File: config.mk
export PLATFORM = sky130hd
export DESIGN_NAME = loop_stack_ctrl
export DESIGN_NICKNAME = d
export VERILOG_FILES = /design/src/rtl/loop_stack_ctrl.sv
export SDC_FILE = /design/constraint.sdc
export NUM_CORES = 1
export LEC_CHECK = 0
export ABC_AREA = 1
export CAP_MARGIN = 20
export CORE_MARGIN = 1
export CORE_UTILIZATION = 48
export DETAILED_ROUTE_END_ITERATION = 6
export HOLD_SLACK_MARGIN = 0.15
export PLACE_DENSITY = 0.9
export SLEW_MARGIN = 20
export SYNTH_ARGS = -nofsm -noshare
export SYNTH_HDL_FRONTEND = slang
export SYNTH_SLANG_ARGS = --single-unit
File: constraint.sdc
create_clock -name clk -period 3 [get_ports clk]
set_input_delay 0.6 -clock clk [delete_from_list [all_inputs] [get_ports clk]]
set_output_delay 0.6 -clock clk [all_outputs]
set_load 0.02 [all_outputs]
File: src/rtl/loop_stack_ctrl.sv
// Loop-address stack controller: top entry in a register, lower entries in an external RAM
// with a registered read port. A pop that exposes a RAM-held entry spends one REFILL cycle.
module loop_stack_ctrl #(
  parameter int unsigned I_ADDR_WIDTH   = 16,
  parameter int unsigned MAX_LOOP_DEPTH = 32'h100
) (
  input  logic                    clk,
  input  logic                    rst,
  input  logic                    push,
  input  logic [I_ADDR_WIDTH-1:0] push_data,
  input  logic                    pop,
  input  logic                    err_clr,
  output logic [I_ADDR_WIDTH-1:0] top_data,
  output logic                    top_valid,
  output logic                    busy,
  output logic [31:0]             depth,
  output logic                    empty,
  output logic                    full,
  output logic                    overflow,
  output logic                    underflow,
  output logic [31:0]             ram_write_addr,
  output logic                    ram_write_en,
  output logic [I_ADDR_WIDTH-1:0] ram_write_data,
  output logic [31:0]             ram_read_addr,
  input  logic [I_ADDR_WIDTH-1:0] ram_read_data
);

  typedef enum logic [0:0] {StIdle, StRefill} state_e;

  state_e                  state_q;
  logic [31:0]             depth_q;
  logic [I_ADDR_WIDTH-1:0] top_q;
  logic                    overflow_q;
  logic                    underflow_q;

  logic is_empty;
  logic is_full;
  logic is_idle;

  assign is_empty = (depth_q == 32'd0);
  assign is_full  = (depth_q == 32'(MAX_LOOP_DEPTH));
  assign is_idle  = (state_q == StIdle);

  assign top_data  = top_q;
  assign top_valid = is_idle && !is_empty;
  assign busy      = (state_q == StRefill);
  assign depth     = depth_q;
  assign empty     = is_empty;
  assign full      = is_full;
  assign overflow  = overflow_q;
  assign underflow = underflow_q;

  // Always addresses the entry just below the top, so a pop can refill on the very next edge.
  assign ram_read_addr = depth_q - 32'd2;

  // The old top spills to RAM in the same cycle a plain push is accepted.
  always_comb begin
    ram_write_en   = 1'b0;
    ram_write_addr = depth_q - 32'd1;
    ram_write_data = top_q;
    if (!rst && is_idle && push && !pop && !is_full && (depth_q >= 32'd1)) begin
      ram_write_en = 1'b1;
    end
  end

  always_ff @(posedge clk or posedge rst) begin
    if (rst) begin
      state_q     <= StIdle;
      depth_q     <= 32'd0;
      top_q       <= '0;
      overflow_q  <= 1'b0;
      underflow_q <= 1'b0;
    end else begin
      if (err_clr) begin
        overflow_q  <= 1'b0;
        underflow_q <= 1'b0;
      end
      // Error sets come after the clear so a same-cycle error wins.
      unique case (state_q)
        StIdle: begin
          if (push && !pop) begin
            if (is_full) begin
              overflow_q <= 1'b1;
            end else begin
              top_q   <= push_data;
              depth_q <= depth_q + 32'd1;
            end
          end else if (pop) begin
            if (is_empty) begin
              underflow_q <= 1'b1;
            end else if (push) begin
              top_q <= push_data;
            end else begin
              depth_q <= depth_q - 32'd1;
              if (depth_q >= 32'd2) begin
                state_q <= StRefill;
              end
            end
          end
        end
        StRefill: begin
          top_q   <= ram_read_data;
          state_q <= StIdle;
        end
        default: state_q <= StIdle;
      endcase
    end
  end

endmodule

======== After elaboration in Yosys (flattened, before gate mapping) ========
Cells that the tools add are included.
storage, ports and cells
  register bits ........................... 51
  bits of input ports ..................... 37
cells by class
  $add $sub $neg .......................... 3
  $lt $le $gt $ge ......................... 2
  equality and inequality tests ........... 8
  multiplexer cells ....................... 27
  bitwise gates (word level) .............. 1
  reductions and logical operators ........ 15
operator list
  cell                   number
  $mux 32                5
  $mux 16                5
  $add 32x1->32 const B  1
  $eq 32x9->1 const B    1
  $ge 32x1->1 const B    1
  $ge 32x2->1 const B    1
  $logic_not 32->1       1
  $pmux 16 s2            1
  $sub 32x1->32 const B  1
  $sub 32x2->32 const B  1
  $mux 1                 15
  $ne 3x2->1 const B     3
  $logic_and 1x1->1      7
  $reduce_and 5->1       1
  $logic_not 1->1        4
  $ne 2x1->1 const B     2
  $reduce_and 4->1       1
  $ne 3x3->1 const B     1
  $ne 2x2->1 const B     1
  $pmux 1 s2             1
  $reduce_bool 2->1      1
  $not 1->1              1

======== Depth between registers and ports, before layout ========
Gate-level depths: netlist of run 1.
  depth in word-level cells ............... 7
  depth in mapped cells ................... 14
  mapped depth without buffers ............ 13

======== Least setup slack after synthesis of run 1 ========
No wires, ideal clock.
  path kind ............................... input -> output
  from .................................... in rst
  to ...................................... out ram_write_en
  arrival ................................. 2,460 ps
  data required time ...................... 2,400 ps
  slack ................................... -60 ps
  stages on the path ...................... 3
  buffers on the path ..................... 0
  cells stage by stage .................... inv_1 nand4_1 a211oi_1
on the way
  longest elaborated chain between the ends .. 7
ends and longest elaborated chain
  element                           RTL line  text
  from (decl)                       8         input logic rst,
  $logic_not 1->1 (no source line)  n/a
  $logic_and 1x1->1 (5 in series)   61        if (!rst && is_idle && push && !pop && !is_full && (depth_q >= 32'd1)) begin
  $mux 1                            61
  to (decl)                         22        output logic ram_write_en,
Every way passes these cells.

======== Final worst setup path of run 1 ========
  from .................................... reg depth_q[1] (netlist: depth[1])
  to ...................................... out ram_read_addr[14]
on the way
  longest elaborated chain between the ends .. 1
ends and longest elaborated chain
  element                 RTL line  text
  from (decl)             31        logic [31:0] depth_q;
  from (signal assigned)  86        depth_q <= depth_q + 32'd1;
  from (signal assigned)  94        depth_q <= depth_q - 32'd1;
  $sub 32x2->32           54        assign ram_read_addr = depth_q - 32'd2;
  to (decl)               24        output logic [31:0] ram_read_addr,
Every way passes these cells.

==> results_dict.tcl, run 1 <==
set metrics [dict create \
    status "finished, final reports clean" \
    die_x_um 107 \
    slowest_stage "clkdlybuf4s50_1" \
    cpPeakStageDelay_ps 620 \
    drtPass1Iterations 5 \
    utilization_pct 70.0 \
    hp-start "underflow" \
    synth.cell_area_um2 5260 \
    grt_setup_unrepaired "false" \
    crit_family "buffers and inverters" \
    total_power_mw 7.84 \
    setup_viol 0 \
    layout-drive-gt1-share_pct 10.1 \
    post-route-min-period_ps 2940 \
    viasPerCell 5.26 \
    yosys_warnings 0 \
    cp-startpoint "depth[1]" \
    maxCapViolCount 0 \
    ios 172 \
    wirelength_um 19000 \
    wl_met2_um 8950 \
    arrival_ps 2340 \
    final_cells 1199 \
    routedWlPerCell_um 15.8 \
    dr.max_layer_used "met4" \
    worst_slew_pin_slew_ps 728 \
    hold_violations 0 \
    hp-class "reg2reg" \
    grtUsageTotal_pct 32.9 \
    core.rowCount 37 \
    tritoncts "yes" \
    drtIter0Drc 515 \
    fin_crit_sh_pct 98.1 \
    startpoint_type "register" \
    crit_fanout 5 \
    slew_violations 0 \
    core_um2 10500 \
    clock_skew_ps 12.5 \
    grt-ovfl-total 0 \
    p_leak_nw 3.88 \
    die-area_um2 11400 \
    cts_sinks 51 \
    ys_ff_latch 51 \
    cp_num_buf_inv 3 \
    initial_core_util_pct 50.2 \
    nets 1108 \
    clk_latency_ps 330 \
    setup_ws_ps 57.9 \
    worst_setup_path_end_kind "primary output" \
    max_freq_mhz 340 \
    grt_max_degree 52 \
    drt-met1-wl_um 7920 \
    met3WireLength_um 1540 \
    synth_seq_area_share_pct 24.3 \
    place_area_um2 7150 \
    clk_pin_slew_ps 120 \
    critPathKind "reg2out" \
    r2r_start "depth[2]" \
    portBuffers 171 \
    grt_pass1_wl_um 29400 \
    cts_buffer_depth 2 \
    syn_nets 940 \
    antenna_cells 0 \
    path_cells "inv_1, buf_4, nand2_1, nor2_4, nand2_1, xor2_1, clkdlybuf4s50_1" \
    synth_cells 894 \
    ir_drop_mv 0.723 \
    yosysUniqueCellTypes 34 \
    synth-main-ff-cell "dfrtp_1" \
    cts_max_level 2 \
    dp.final_hpwl_um 14900 \
    drcViolationCount 0 \
    die_h_um 107 \
    async_flop_share_pct 100 \
    place_inst 1191 \
    cts_hold_buf 0 \
    cpMostUsedCell "nand2_1" \
    numCtsBuffers 5 \
    cts-root-buf "clkbuf_8" \
    antenna_found_initial 0 \
    post_cts_buffers 0 \
    post_cts_resized 42 \
    area_growth_pct 39.3 \
    cp.required_ps 2400 \
    synth_edf_count 0 \
    place_congestion 0.986 \
    power_density_nw_per_um2 1070 \
    finalInstanceArea_um2 7320 \
    relSlewSlack_pct 51.5 \
    final_antenna_net_count 0 \
    vias 6304 \
    grt_pass1_vias 5879 \
    place_ws_ps 167 \
    syn_avg_cell_area_um2 5.88 \
]
-- worst paths after layout --
kind | cells past startpoint | slack (ps) | end
setup reg to reg | 13 | 770 | depth[19]
hold reg to reg | 2 | 500 | underflow
max in group asynchronous | 3 | 1590 | depth[9]
setup / recovery | 7 | 60 | ram_read_addr[14]
min in group asynchronous | 3 | 900 | underflow
hold / removal | 2 | 500 | underflow
-- metal layers --
metal	vias up	track usage (%)
met5	-	0
met4	0	11.2
met3	47	6.50
met2	291	55.1
met1	2885	42.2
li1	3081	-
-- area by class of cell --
| type | instances | area, um^2 |
|---|---|---|
| clock buffers | 5 | 68.8 |
| clock inverters | 3 | 26.3 |
| fillers | 877 | 3140 |
| inverters | 70 | 267 |
| multi-input cells | 721 | 3470 |
| flip-flops and latches | 51 | 1280 |
| well taps | 136 | 170 |
| repair buffers | 213 | 2040 |
-- tightest hold or removal path: cells and delay by family (launching register included) --
family / cells / cell delay, ps
DFF: 1 / 360
and+or+nand+nor: 1 / 60
AOI/OAI and AO/OA: 1 / 60
-- report_power, final --
group	switching (mW)	internal (mW)	total [mW]
logic	3.78	2.31	6.09
clock network	0.288	0.173	0.461
registers	0.394	0.896	1.29
total	4.46	3.38	7.84
-- state kept, by name, indices dropped and copies added (netlist names) --
signal	cells
underflow	1
overflow	1
depth	32
ram_write_data	16
busy	1
-- cells in the final DEF, fill, tap and decap left out, types with 2 or more instances in the layout --
| master | n |
|---|---|
| nand2_1 | 378 |
| clkdlybuf4s50_1 | 121 |
| nor2_1 | 108 |
| nand3_1 | 63 |
| inv_1 | 62 |
| dfrtp_1 | 46 |
| xor2_1 | 45 |
| buf_4 | 41 |
| o21ai_0 | 27 |
| dlygate4sd2_1 | 27 |
| o21ai_1 | 20 |
| dlymetal6s2s_1 | 19 |
| nor2_2 | 16 |
| nor2_4 | 11 |
| ha_1 | 9 |
| nand4_1 | 7 |
| inv_2 | 6 |
| and2_1 | 6 |
| nand2_2 | 5 |
| clkbuf_8 | 5 |
| dfrtp_2 | 5 |
| nand3_4 | 4 |
| nor3_1 | 4 |
| a21oi_1 | 4 |
| clkbuf_2 | 3 |
| nand2_4 | 2 |
| nand3b_1 | 2 |
| o31ai_1 | 2 |
| inv_6 | 2 |
-- through the flow --
stage,hold slack (ps),TNS [ps]
5_1_grt,516,0
6_report,503,0
3_3_place_gp,471,0
2_1_floorplan,585,0
4_1_cts,503,-1050
3_5_place_dp,474,0
-- synth_stat cells (3+ instances only) --
cell | n | area share (%)
o21ai_0 | 28 | 2.7
inv_1 | 63 | 4.5
o21ai_1 | 19 | 1.8
buf_4 | 18 | 2.6
nand2_1 | 378 | 27
nor2_4 | 6 | 1.3
a21oi_1 | 4 | 0.38
buf_1 | 3 | 0.21
nor2_2 | 9 | 1.1
nand3_4 | 4 | 1.3
and2_1 | 6 | 0.71
nand2_2 | 5 | 0.60
inv_2 | 6 | 0.43
clkbuf_1 | 7 | 0.50
dfrtp_1 | 51 | 24
nand3_1 | 63 | 6.0
ha_1 | 9 | 2.1
nor2_1 | 120 | 8.6
buf_2 | 20 | 1.9
buf_6 | 4 | 0.86
xor2_1 | 45 | 7.5
nand4_1 | 7 | 0.83
nor3_1 | 5 | 0.48
-- cells by family after synthesis --
group | count (synthesis) | synth area share (%)
AND/OR/NAND/NOR | 610 | 49.3
buffers and inverters | 122 | 11.0
AO/OA/AOI/OAI | 56 | 5.57
flip-flops | 51 | 24.3
XOR/XNOR | 46 | 7.66
adder cells (fa/ha/maj) | 9 | 2.14
(Power assumes the default switching activity.)
==> run 2, diff against run 1 <==
--- a/config.mk
+++ b/config.mk
@@ -11,7 +11,7 @@
 export CORE_UTILIZATION = 48
 export DETAILED_ROUTE_END_ITERATION = 6
 export HOLD_SLACK_MARGIN = 0.15
-export PLACE_DENSITY = 0.9
+export PLACE_DENSITY = 0.81
 export SLEW_MARGIN = 20
 export SYNTH_ARGS = -nofsm -noshare
 export SYNTH_HDL_FRONTEND = slang
==> run 2 against run 1 <==
  * Non-clock buffer count up 3
  * Die area unchanged
  * First-iteration DRC count down 20%
  * Final cell count up 0.25%
  * Critical path type unchanged
==> results_dict.tcl, run 2 (same netlist as run 1, synthesis figures left out) <==
set metrics [dict create \
    status "finished, final reports clean" \
    ios 172 \
    grt_setup_unrepaired "false" \
    final_cell_mix "nand2_1 (378), clkdlybuf4s50_1 (122), nor2_1 (109)" \
    post-route-min-period_ps 2890 \
    cts_buffer_depth 2 \
    path_cells "nor2_1, nand2_1, nor2_1, and2_1, nand3_1, nand2_1, clkdlybuf4s50_1" \
    core.rowCount 37 \
    wirelength_um 18400 \
    layout-drive-gt1-share_pct 10.2 \
    whs_ps 499 \
    final_antenna_net_count 0 \
    r2r_end "depth[16]" \
    numCtsBuffers 5 \
    clk_latency_ps 320 \
    max_freq_mhz 346 \
    hold_end "underflow" \
    cts_hold_buf 0 \
    drcViolationCount 0 \
    grt_pass1_wl_um 28300 \
    rr_worst_depth 11 \
    finalInstanceArea_um2 7320 \
    cts_sinks 51 \
    startpoint_type "register" \
    clock_skew_ps 20.2 \
    dp.final_hpwl_um 14700 \
    grtUsageTotal_pct 31.9 \
    slowest_stage "clkdlybuf4s50_1" \
    fill_cells 970 \
    place_ws_ps 156 \
    routedWlPerCell_um 15.3 \
    holdPathStages 2 \
    worst_slew_pin_slew_ps 695 \
    drtPass1Iterations 7 \
    arrival_ps 2290 \
    place_inst 1194 \
    die_h_um 107 \
    slew_violations 0 \
    nets 1111 \
    tns_ps 0 \
    grt_pass1_vias 5675 \
    viasPerCell 5.18 \
    area_growth_pct 39.3 \
    hp-class "reg2reg" \
    final_cells 1202 \
    initial_core_util_pct 50.2 \
    setup_ws_ps 107 \
    relSlewSlack_pct 53.7 \
    worst_setup_path_end_kind "primary output" \
    hp-start "underflow" \
    grt_max_degree 52 \
    antenna_cells 0 \
    cpPeakStageDelay_ps 600 \
    place_congestion 0.971 \
    total_power_mw 7.88 \
    power_density_nw_per_um2 1080 \
    p_leak_nw 3.87 \
    final_common_cell "nand2_1" \
    ir_drop_mv 0.604 \
    setup_viol 0 \
    crit_fanout 8 \
    regToRegSetupSlack_ps 830 \
    tritoncts "yes" \
    antenna_found_initial 0 \
    largest_reg_flops 32 \
    die_x_um 107 \
    utilization_pct 70.0 \
    hold_violations 0 \
    cp.required_ps 2400 \
    clk_pin_slew_ps 120 \
    portBuffers 171 \
    cts_max_level 2 \
    grt-ovfl-total 0 \
    core_um2 10500 \
    vias 6229 \
    die-area_um2 11400 \
    drtIter0Drc 410 \
    cts-root-buf "clkbuf_8" \
    place_area_um2 7160 \
    fin_crit_sh_pct 96.4 \
    critPathKind "reg2out" \
    maxCapViolCount 0 \
    r2r_start "depth[0]" \
]
run 2: cell count changes in the layout (fill, tap and decap cells not counted), sizes merged, moves of 2 or more:
cell	delta
dlygate4sd2	-4
buf	+3
clkbuf	+2
inv	-2
run 2: worst max path at each step:
stage,startpoint,to,cells after the start
finish,depth[9],ram_write_addr[19],7
global route,depth[1],ram_write_addr[6],6
CTS,depth[3],ram_write_addr[18],9
detailed placement,depth[4],ram_write_addr[29],9
global placement,depth[5],ram_read_addr[21],8
floorplan,depth[1],ram_read_addr[31],9
run 2: layout make-up:
| type | instances | area (um^2) | share of cell area [%] |
|---|---|---|---|
| multi-input combinational | 721 | 3450 | 47.1 |
| timing repair buffer | 216 | 2040 | 27.9 |
| sequential | 51 | 1280 | 17.5 |
| inverter | 70 | 267 | 3.64 |
| tap | 136 | 170 | 2.32 |
| clock buffer | 5 | 68.8 | 0.940 |
| clock inverter | 3 | 43.8 | 0.598 |
run 2: where the power goes:
group	switching (mW)	leakage (nW)	internal [mW]
logic	3.74	3.15	2.34
clock network	0.267	0.0581	0.249
registers	0.387	0.657	0.894
run 2: layer usage:
layer | wire length (um) | global-route usage, %
met2 | 8770 | 54.8
met5 | 0 | 0
met1 | 7640 | 40.2
met4 | 505 | 11.1
met3 | 1440 | 5.53
run 2: worst max-delay path, delay by kind of cell (launching register included):
family        cells  cell delay [ps]
simple gates      6              850
buf+inv           1              600
flops             1              510
run 2: timing repair:
| item | in CTS | in global routing |
|---|---|---|
| setup buffers | 0 | 0 |
| resized for setup | 43 | 38 |
| setup endpoints to repair | 37 | 31 |
